<file path="config.mk">
export PLATFORM = sky130hd
export DESIGN_NAME = cmd_processor
export DESIGN_NICKNAME = d
export VERILOG_FILES = /design/src/rtl/cmd_processor.sv
export SDC_FILE = /design/constraint.sdc
export NUM_CORES = 2
export LEC_CHECK = 0
export ABC_AREA = 1
export CAP_MARGIN = 10
export CELL_PAD_IN_SITES_DETAIL_PLACEMENT = 1
export CELL_PAD_IN_SITES_GLOBAL_PLACEMENT = 1
export CORE_MARGIN = 3
export CORE_UTILIZATION = 50
export CTS_CLUSTER_SIZE = 12
export DETAILED_ROUTE_END_ITERATION = 10
export PLACE_DENSITY_LB_ADDON = 0.1
export SETUP_SLACK_MARGIN = 0.05
export SYNTH_ARGS = -nofsm -noshare
export SYNTH_HDL_FRONTEND = slang
export SYNTH_SLANG_ARGS = --single-unit
</file>
<file path="constraint.sdc">
create_clock -name clk -period 12.9 [get_ports clk]
set_input_delay 1.935 -clock clk [delete_from_list [all_inputs] [get_ports clk]]
set_output_delay 1.935 -clock clk [all_outputs]
set_load 0.05 [all_outputs]
</file>
<file path="src/rtl/cmd_processor.sv">
// Byte-stream command processor: parses header + argument bytes and executes
// CPU (NOOP/ADD/SUB) and memory (MWAIT/LOAD/STORE/COPY) commands.
module cmd_processor #(
  parameter int unsigned MEM_AW = 8
) (
  input  logic       clk,
  input  logic       rst_n,
  input  logic       in_valid,
  output logic       in_ready,
  input  logic [7:0] in_data,
  output logic       res_valid,
  output logic [7:0] res_data,
  output logic       res_carry,
  output logic       cmd_done,
  output logic       err,
  input  logic [3:0] dbg_reg_sel,
  output logic [7:0] dbg_reg_data
);
  localparam int unsigned MemDepth = 1 << MEM_AW;

  localparam logic [7:0] OpNoop  = 8'h00;
  localparam logic [7:0] OpAdd   = 8'h01;
  localparam logic [7:0] OpSub   = 8'h02;
  localparam logic [7:0] OpMwait = 8'h40;
  localparam logic [7:0] OpLoad  = 8'h41;
  localparam logic [7:0] OpStore = 8'h42;
  localparam logic [7:0] OpCopy  = 8'h43;

  typedef enum logic {StHdr, StArg} state_e;

  state_e      state_q, state_d;
  logic [7:0]  op_q, op_d;
  logic [2:0]  cnt_q, cnt_d;
  logic [7:0]  arg_q [3];
  logic [7:0]  arg_d [3];
  logic [7:0]  regs_q [16];
  logic [7:0]  regs_d [16];
  logic [7:0]  mem [MemDepth];
  logic        res_valid_q, res_valid_d;
  logic [7:0]  res_data_q, res_data_d;
  logic        res_carry_q, res_carry_d;
  logic        done_q, done_d;
  logic        err_q, err_d;
  logic        mem_we;
  logic [MEM_AW-1:0] mem_waddr;
  logic [7:0]  mem_wdata;
  logic        accept;
  logic [1:0]  arg_idx;
  logic [15:0] addr_ls, addr_src, addr_dst;
  logic [8:0]  sum, diff;
  logic        unused_addr_bits;

  function automatic logic [2:0] nargs_of(input logic [7:0] op);
    case (op)
      OpAdd, OpSub:    return 3'd2;
      OpLoad, OpStore: return 3'd3;
      OpCopy:          return 3'd4;
      default:         return 3'd0;
    endcase
  endfunction

  function automatic logic legal_hdr(input logic [7:0] op);
    case (op)
      OpNoop, OpAdd, OpSub, OpMwait, OpLoad, OpStore, OpCopy: return 1'b1;
      default:                                                return 1'b0;
    endcase
  endfunction

  assign in_ready = rst_n;
  assign accept   = in_valid && in_ready;

  // The final argument byte is used straight from in_data; earlier ones come from arg_q.
  assign addr_ls  = {arg_q[1], in_data};
  assign addr_src = {arg_q[0], arg_q[1]};
  assign addr_dst = {arg_q[2], in_data};
  assign sum      = {1'b0, arg_q[0]} + {1'b0, in_data};
  assign diff     = {1'b0, arg_q[0]} - {1'b0, in_data};
  assign arg_idx  = cnt_q[1:0] - 2'd1;

  assign unused_addr_bits = ^{addr_ls[15:MEM_AW], addr_src[15:MEM_AW], addr_dst[15:MEM_AW]};

  always_comb begin
    state_d     = state_q;
    op_d        = op_q;
    cnt_d       = cnt_q;
    arg_d       = arg_q;
    regs_d      = regs_q;
    res_valid_d = 1'b0;
    res_data_d  = res_data_q;
    res_carry_d = res_carry_q;
    done_d      = 1'b0;
    err_d       = 1'b0;
    mem_we      = 1'b0;
    mem_waddr   = '0;
    mem_wdata   = '0;
    if (accept) begin
      unique case (state_q)
        StHdr: begin
          if (!legal_hdr(in_data)) begin
            err_d = 1'b1;
          end else if (nargs_of(in_data) == 3'd0) begin
            done_d = 1'b1;
          end else begin
            state_d = StArg;
            op_d    = in_data;
            cnt_d   = 3'd1;
          end
        end
        StArg: begin
          if (cnt_q == nargs_of(op_q)) begin
            state_d = StHdr;
            done_d  = 1'b1;
            case (op_q)
              OpAdd: begin
                res_valid_d = 1'b1;
                res_data_d  = sum[7:0];
                res_carry_d = sum[8];
              end
              OpSub: begin
                res_valid_d = 1'b1;
                res_data_d  = diff[7:0];
                res_carry_d = diff[8];
              end
              OpLoad: regs_d[arg_q[0][3:0]] = mem[addr_ls[MEM_AW-1:0]];
              OpStore: begin
                mem_we    = 1'b1;
                mem_waddr = addr_ls[MEM_AW-1:0];
                mem_wdata = regs_q[arg_q[0][3:0]];
              end
              OpCopy: begin
                mem_we    = 1'b1;
                mem_waddr = addr_dst[MEM_AW-1:0];
                mem_wdata = mem[addr_src[MEM_AW-1:0]];
              end
              default: ;
            endcase
          end else begin
            arg_d[arg_idx] = in_data;
            cnt_d          = cnt_q + 3'd1;
          end
        end
        default: state_d = StHdr;
      endcase
    end
  end

  always_ff @(posedge clk) begin
    if (!rst_n) begin
      state_q     <= StHdr;
      op_q        <= '0;
      cnt_q       <= '0;
      arg_q       <= '{default: '0};
      regs_q      <= '{default: '0};
      res_valid_q <= 1'b0;
      res_data_q  <= '0;
      res_carry_q <= 1'b0;
      done_q      <= 1'b0;
      err_q       <= 1'b0;
    end else begin
      state_q     <= state_d;
      op_q        <= op_d;
      cnt_q       <= cnt_d;
      arg_q       <= arg_d;
      regs_q      <= regs_d;
      res_valid_q <= res_valid_d;
      res_data_q  <= res_data_d;
      res_carry_q <= res_carry_d;
      done_q      <= done_d;
      err_q       <= err_d;
    end
  end

  // Memory contents survive reset.
  always_ff @(posedge clk) begin
    if (mem_we) begin
      mem[mem_waddr] <= mem_wdata;
    end
  end

  assign res_valid    = res_valid_q;
  assign res_data     = res_data_q;
  assign res_carry    = res_carry_q;
  assign cmd_done     = done_q;
  assign err          = err_q;
  assign dbg_reg_data = regs_q[dbg_reg_sel];

endmodule

</file>
==> impl_results.md <==
- PwrDens: 124.9 mW/mm^2
- # IOs: 36
- Critical Path AT: 7.85 ns
- Post-Synth Simple-Gate Area: 30.05%
- Sequential power share: 51.7%
- Total Negative Setup Slacks: 0 ns
- Int Power: 11560 uW
- FF-to-FF End: mem[240][7]
- Port Buf Inserts: 35
- Sequential share of the synthesized area: 58.89%
- Initial drt markers: 13340
- CTS hold repair buffers: 0
- Via count: 101000
- Top_reg_cell synth: edfxtp_1
- Drt first pass iters: 6
- HP Class: flop to flop
- Clk sinks: 2224
- Mux contribution to synthesized area: 0.009066%
- Overall Global Routing Usage: 40.96%
- Fin crit share: 56.56%
- Nets: 12140
- Reg clk slew, reported paths: 0.06 ns
- Area Growth Syn to Fin: 8.765%
- Post-synthesis xor/xnor area fraction: 0.03173%
- Routed WL per cell: 30.99 um
- Critical path capture point type: flop
- TritonCTS Buffers: 238
- Peak VDD IR: 0.1372 mV
- P_leak: 0.04478 uW
- Core area: 0.2184 mm^2
- Slew @ Worst Pin: 1.366 ns
- Clock Skew: 0.04835 ns
- Final setup violation count: 0
- Post-CTS setup buffer count: 0
- Yosys warns: 0
- Crit start category: flop
- Clock insertion delay at the later pin of the skew report: 0.93 ns
- Largest net degree at the start of global routing: 193
- GRT overflow: 0
- Synth top area share: 55.70%
- Max Fclk: 137.0 MHz
- Via density per instance: 6.618
- Area leader, netlist: edfxtp_1
- Number of synthesized flops with an enable pin: 2048
- Gp weighted congestion: 0.9310
- Commonest non-fill, non-tap cells in the layout: 4326 x nand2_1, 2419 x nand3_1, 2048 x edfxtp_1
- Crit path time final: 7.297 ns
- DR DRC count: 0
- Resized cells post-CTS: 0
- Fillers: 24810
- Register area: 0.06504 mm^2
- Critical path class: flop to flop
- Hold Path Sink: op_q[5]
- Worst EP required: 13.45 ns
- Antenna violations before repair: 24
- CTS tree: done
- Sw frac: 22.90%
- Commonest non-fill, non-tap cell in the layout: nand2_1
- Die X-Extent: 475.9 um
- Max-cap violations: 0
- Root buf cell: clkbuf_16
- Top cells by area, synth: edfxtp_1 56%, nand2_1 15%, nand3_1 11%, dfxtp_1 3.2%, a21oi_1 2.6%
- Initial Util: 50.54%
- Max Slew Vio Count: 0
- Compound-Gate Fraction of Synth Area: 5.090%
- Vias in the first global route: 103000
- H-tree depth: 4
- Yosys reg bits: 2224
- RSZ-0062 raised after global routing: false
- CTS Buffer Depth: 3
- Worst R2R Path Depth: 15
- Die H: 475.9 um
- Sw power: 3434 uW
- Hold path depth: 2
- Post-DP HPWL: 278800 um
- Main combinational cell family by area after synthesis: simple AND/OR/NAND/NOR gates
- Dpl ws: 5.822 ns
- Hold Vio Cnt, Final: 0
- Post-Syn Nets: 12550
- Cells after Synth: 12520
- Hold path start: op_q[5]
- Multi-input gate area: 0.03931 mm^2
- # rows: 171
- Post-Route WL: 472900 um
- Outcome: completed
- First-pass GRT wire length: 684800 um
- Worst-path maximum fanout: 168
- Routed Antenna Nets: 0
- Unique masters post-synth: 44
- Avg Cell Area, Syn: 8.822 um^2
- Final worst setup slack: 5.603 ns
- Slew headroom: 7.944%
- Die footprint: 0.2265 mm^2
- Clk pwr share: 44.8%
- Flop2flop setup slack: 5.60 ns
- Adder-cell share of the synthesized area: 0.2516%
- Power share of the combinational group: 3.5%
- FFs w/ async S/R, synth: 0%
- Mapped cell area: 0.1104 mm^2
- Share of cells above drive strength 1: 4.982%
[sequential cells by signal, summed over array words and instances (netlist names), named ones only]
name       cells
state_q        1
cmd_done       1
op_q           8
res_valid      1
res_carry      1
regs_q       128
addr_src       8
addr_ls        8
mem         2048
res_data       8
cnt_q          3
err            1
[stage by stage]
step | hold WS [ns] | power, uW | util [%] | cells | area (um^2)
3_5_place_dp | 0.4464 | 8394 | 51.55 | 14800 | 112600
2_1_floorplan | 0.4148 | 8163 | - | 12520 | 110400
3_3_place_gp | 0.4195 | 8392 | 51.53 | 14790 | 112600
4_1_cts | 0.4545 | 14960 | 54.95 | 15240 | 120000
5_1_grt | 0.4631 | 15280 | 54.96 | 15250 | 120100
6_report | 0.4514 | 15000 | 54.97 | 15260 | 120100
[layer usage]
layer / up-vias / part of all wire, % / routed length, um / GRT usage [%]
met5: - / 0.019 / 92 / 0
met4: 14 / 6.7 / 31840 / 24.88
met3: 1721 / 12 / 56460 / 9.918
met2: 6942 / 44 / 210100 / 62.63
met1: 50260 / 37 / 174500 / 52.86
li1: 42050 / - / - / -
[final cells by class]
class                      count  share of cell area [%]
multi-input combinational   8760                   32.73
timing repair buffer         238                   1.807
tap                         2941                   3.064
clock inverter               129                  0.8220
antenna                       13                 0.02709
inverter                     638                   2.032
sequential                  2224                   54.16
clock buffer                 316                   5.358
[synth_stat cells (2+ instances only)]
master,instances
nand3b_1,5
a22o_1,24
inv_1,618
o221ai_1,47
edfxtp_1,2048
o21bai_1,2
inv_2,16
ha_1,19
buf_1,133
xor2_1,4
buf_4,19
and2_1,21
nand2_4,4
dfxtp_1,176
buf_2,313
buf_6,8
nor3_1,11
nor2_2,3
nor2_1,552
a21oi_1,584
nand2_2,8
a31oi_1,11
a22oi_1,105
clkinv_1,3
clkbuf_1,420
o211ai_1,8
o22ai_1,2
nand3_2,8
fa_1,2
o21ai_0,217
nand2_1,4340
nor3_4,4
nand3_1,2422
nor2_4,3
nand4_1,343
o21ai_1,4
[worst max-delay path: stages (launching register included)]
cell	delay (ns)
dfxtp_4	0.88
buf_4	0.70
buf_4	0.75
buf_4	0.71
nand2_1	0.14
nand3_1	0.14
nand3_1	0.08
nand3_1	0.15
nand3_1	0.26
nand3_1	0.18
nand3_1	0.13
nand3_1	0.16
nand3_1	0.28
a21oi_4	0.58
buf_4	0.72
buf_12	0.48
[worst max path at each step]
stage / slack (ns) / endpoint
after floorplan: 2.13 / mem[0][0]
after global placement: 5.88 / mem[242][3]
after detailed placement: 5.82 / mem[242][3]
after CTS: 5.95 / mem[170][7]
after global routing: 5.49 / mem[170][7]
final: 5.60 / mem[240][7]
[power by group through the flow]
stage / clock, uW / combinational (uW) / sequential, uW
after floorplan: 0 / 259 / 7900
after global placement: 0 / 490 / 7900
final: 6720 / 524 / 7750
after global routing: 7020 / 521 / 7750
after CTS: 6720 / 494 / 7750
after detailed placement: 0 / 492 / 7900
[logic make-up after synthesis]
kind of cell,count (synthesis)
flops,2224
compound gates,1007
mux,1
xor+xnor,4
fa+ha+maj,21
buf+inv,1531
simple gates,7727
Power figures use the tool's default switching activity.
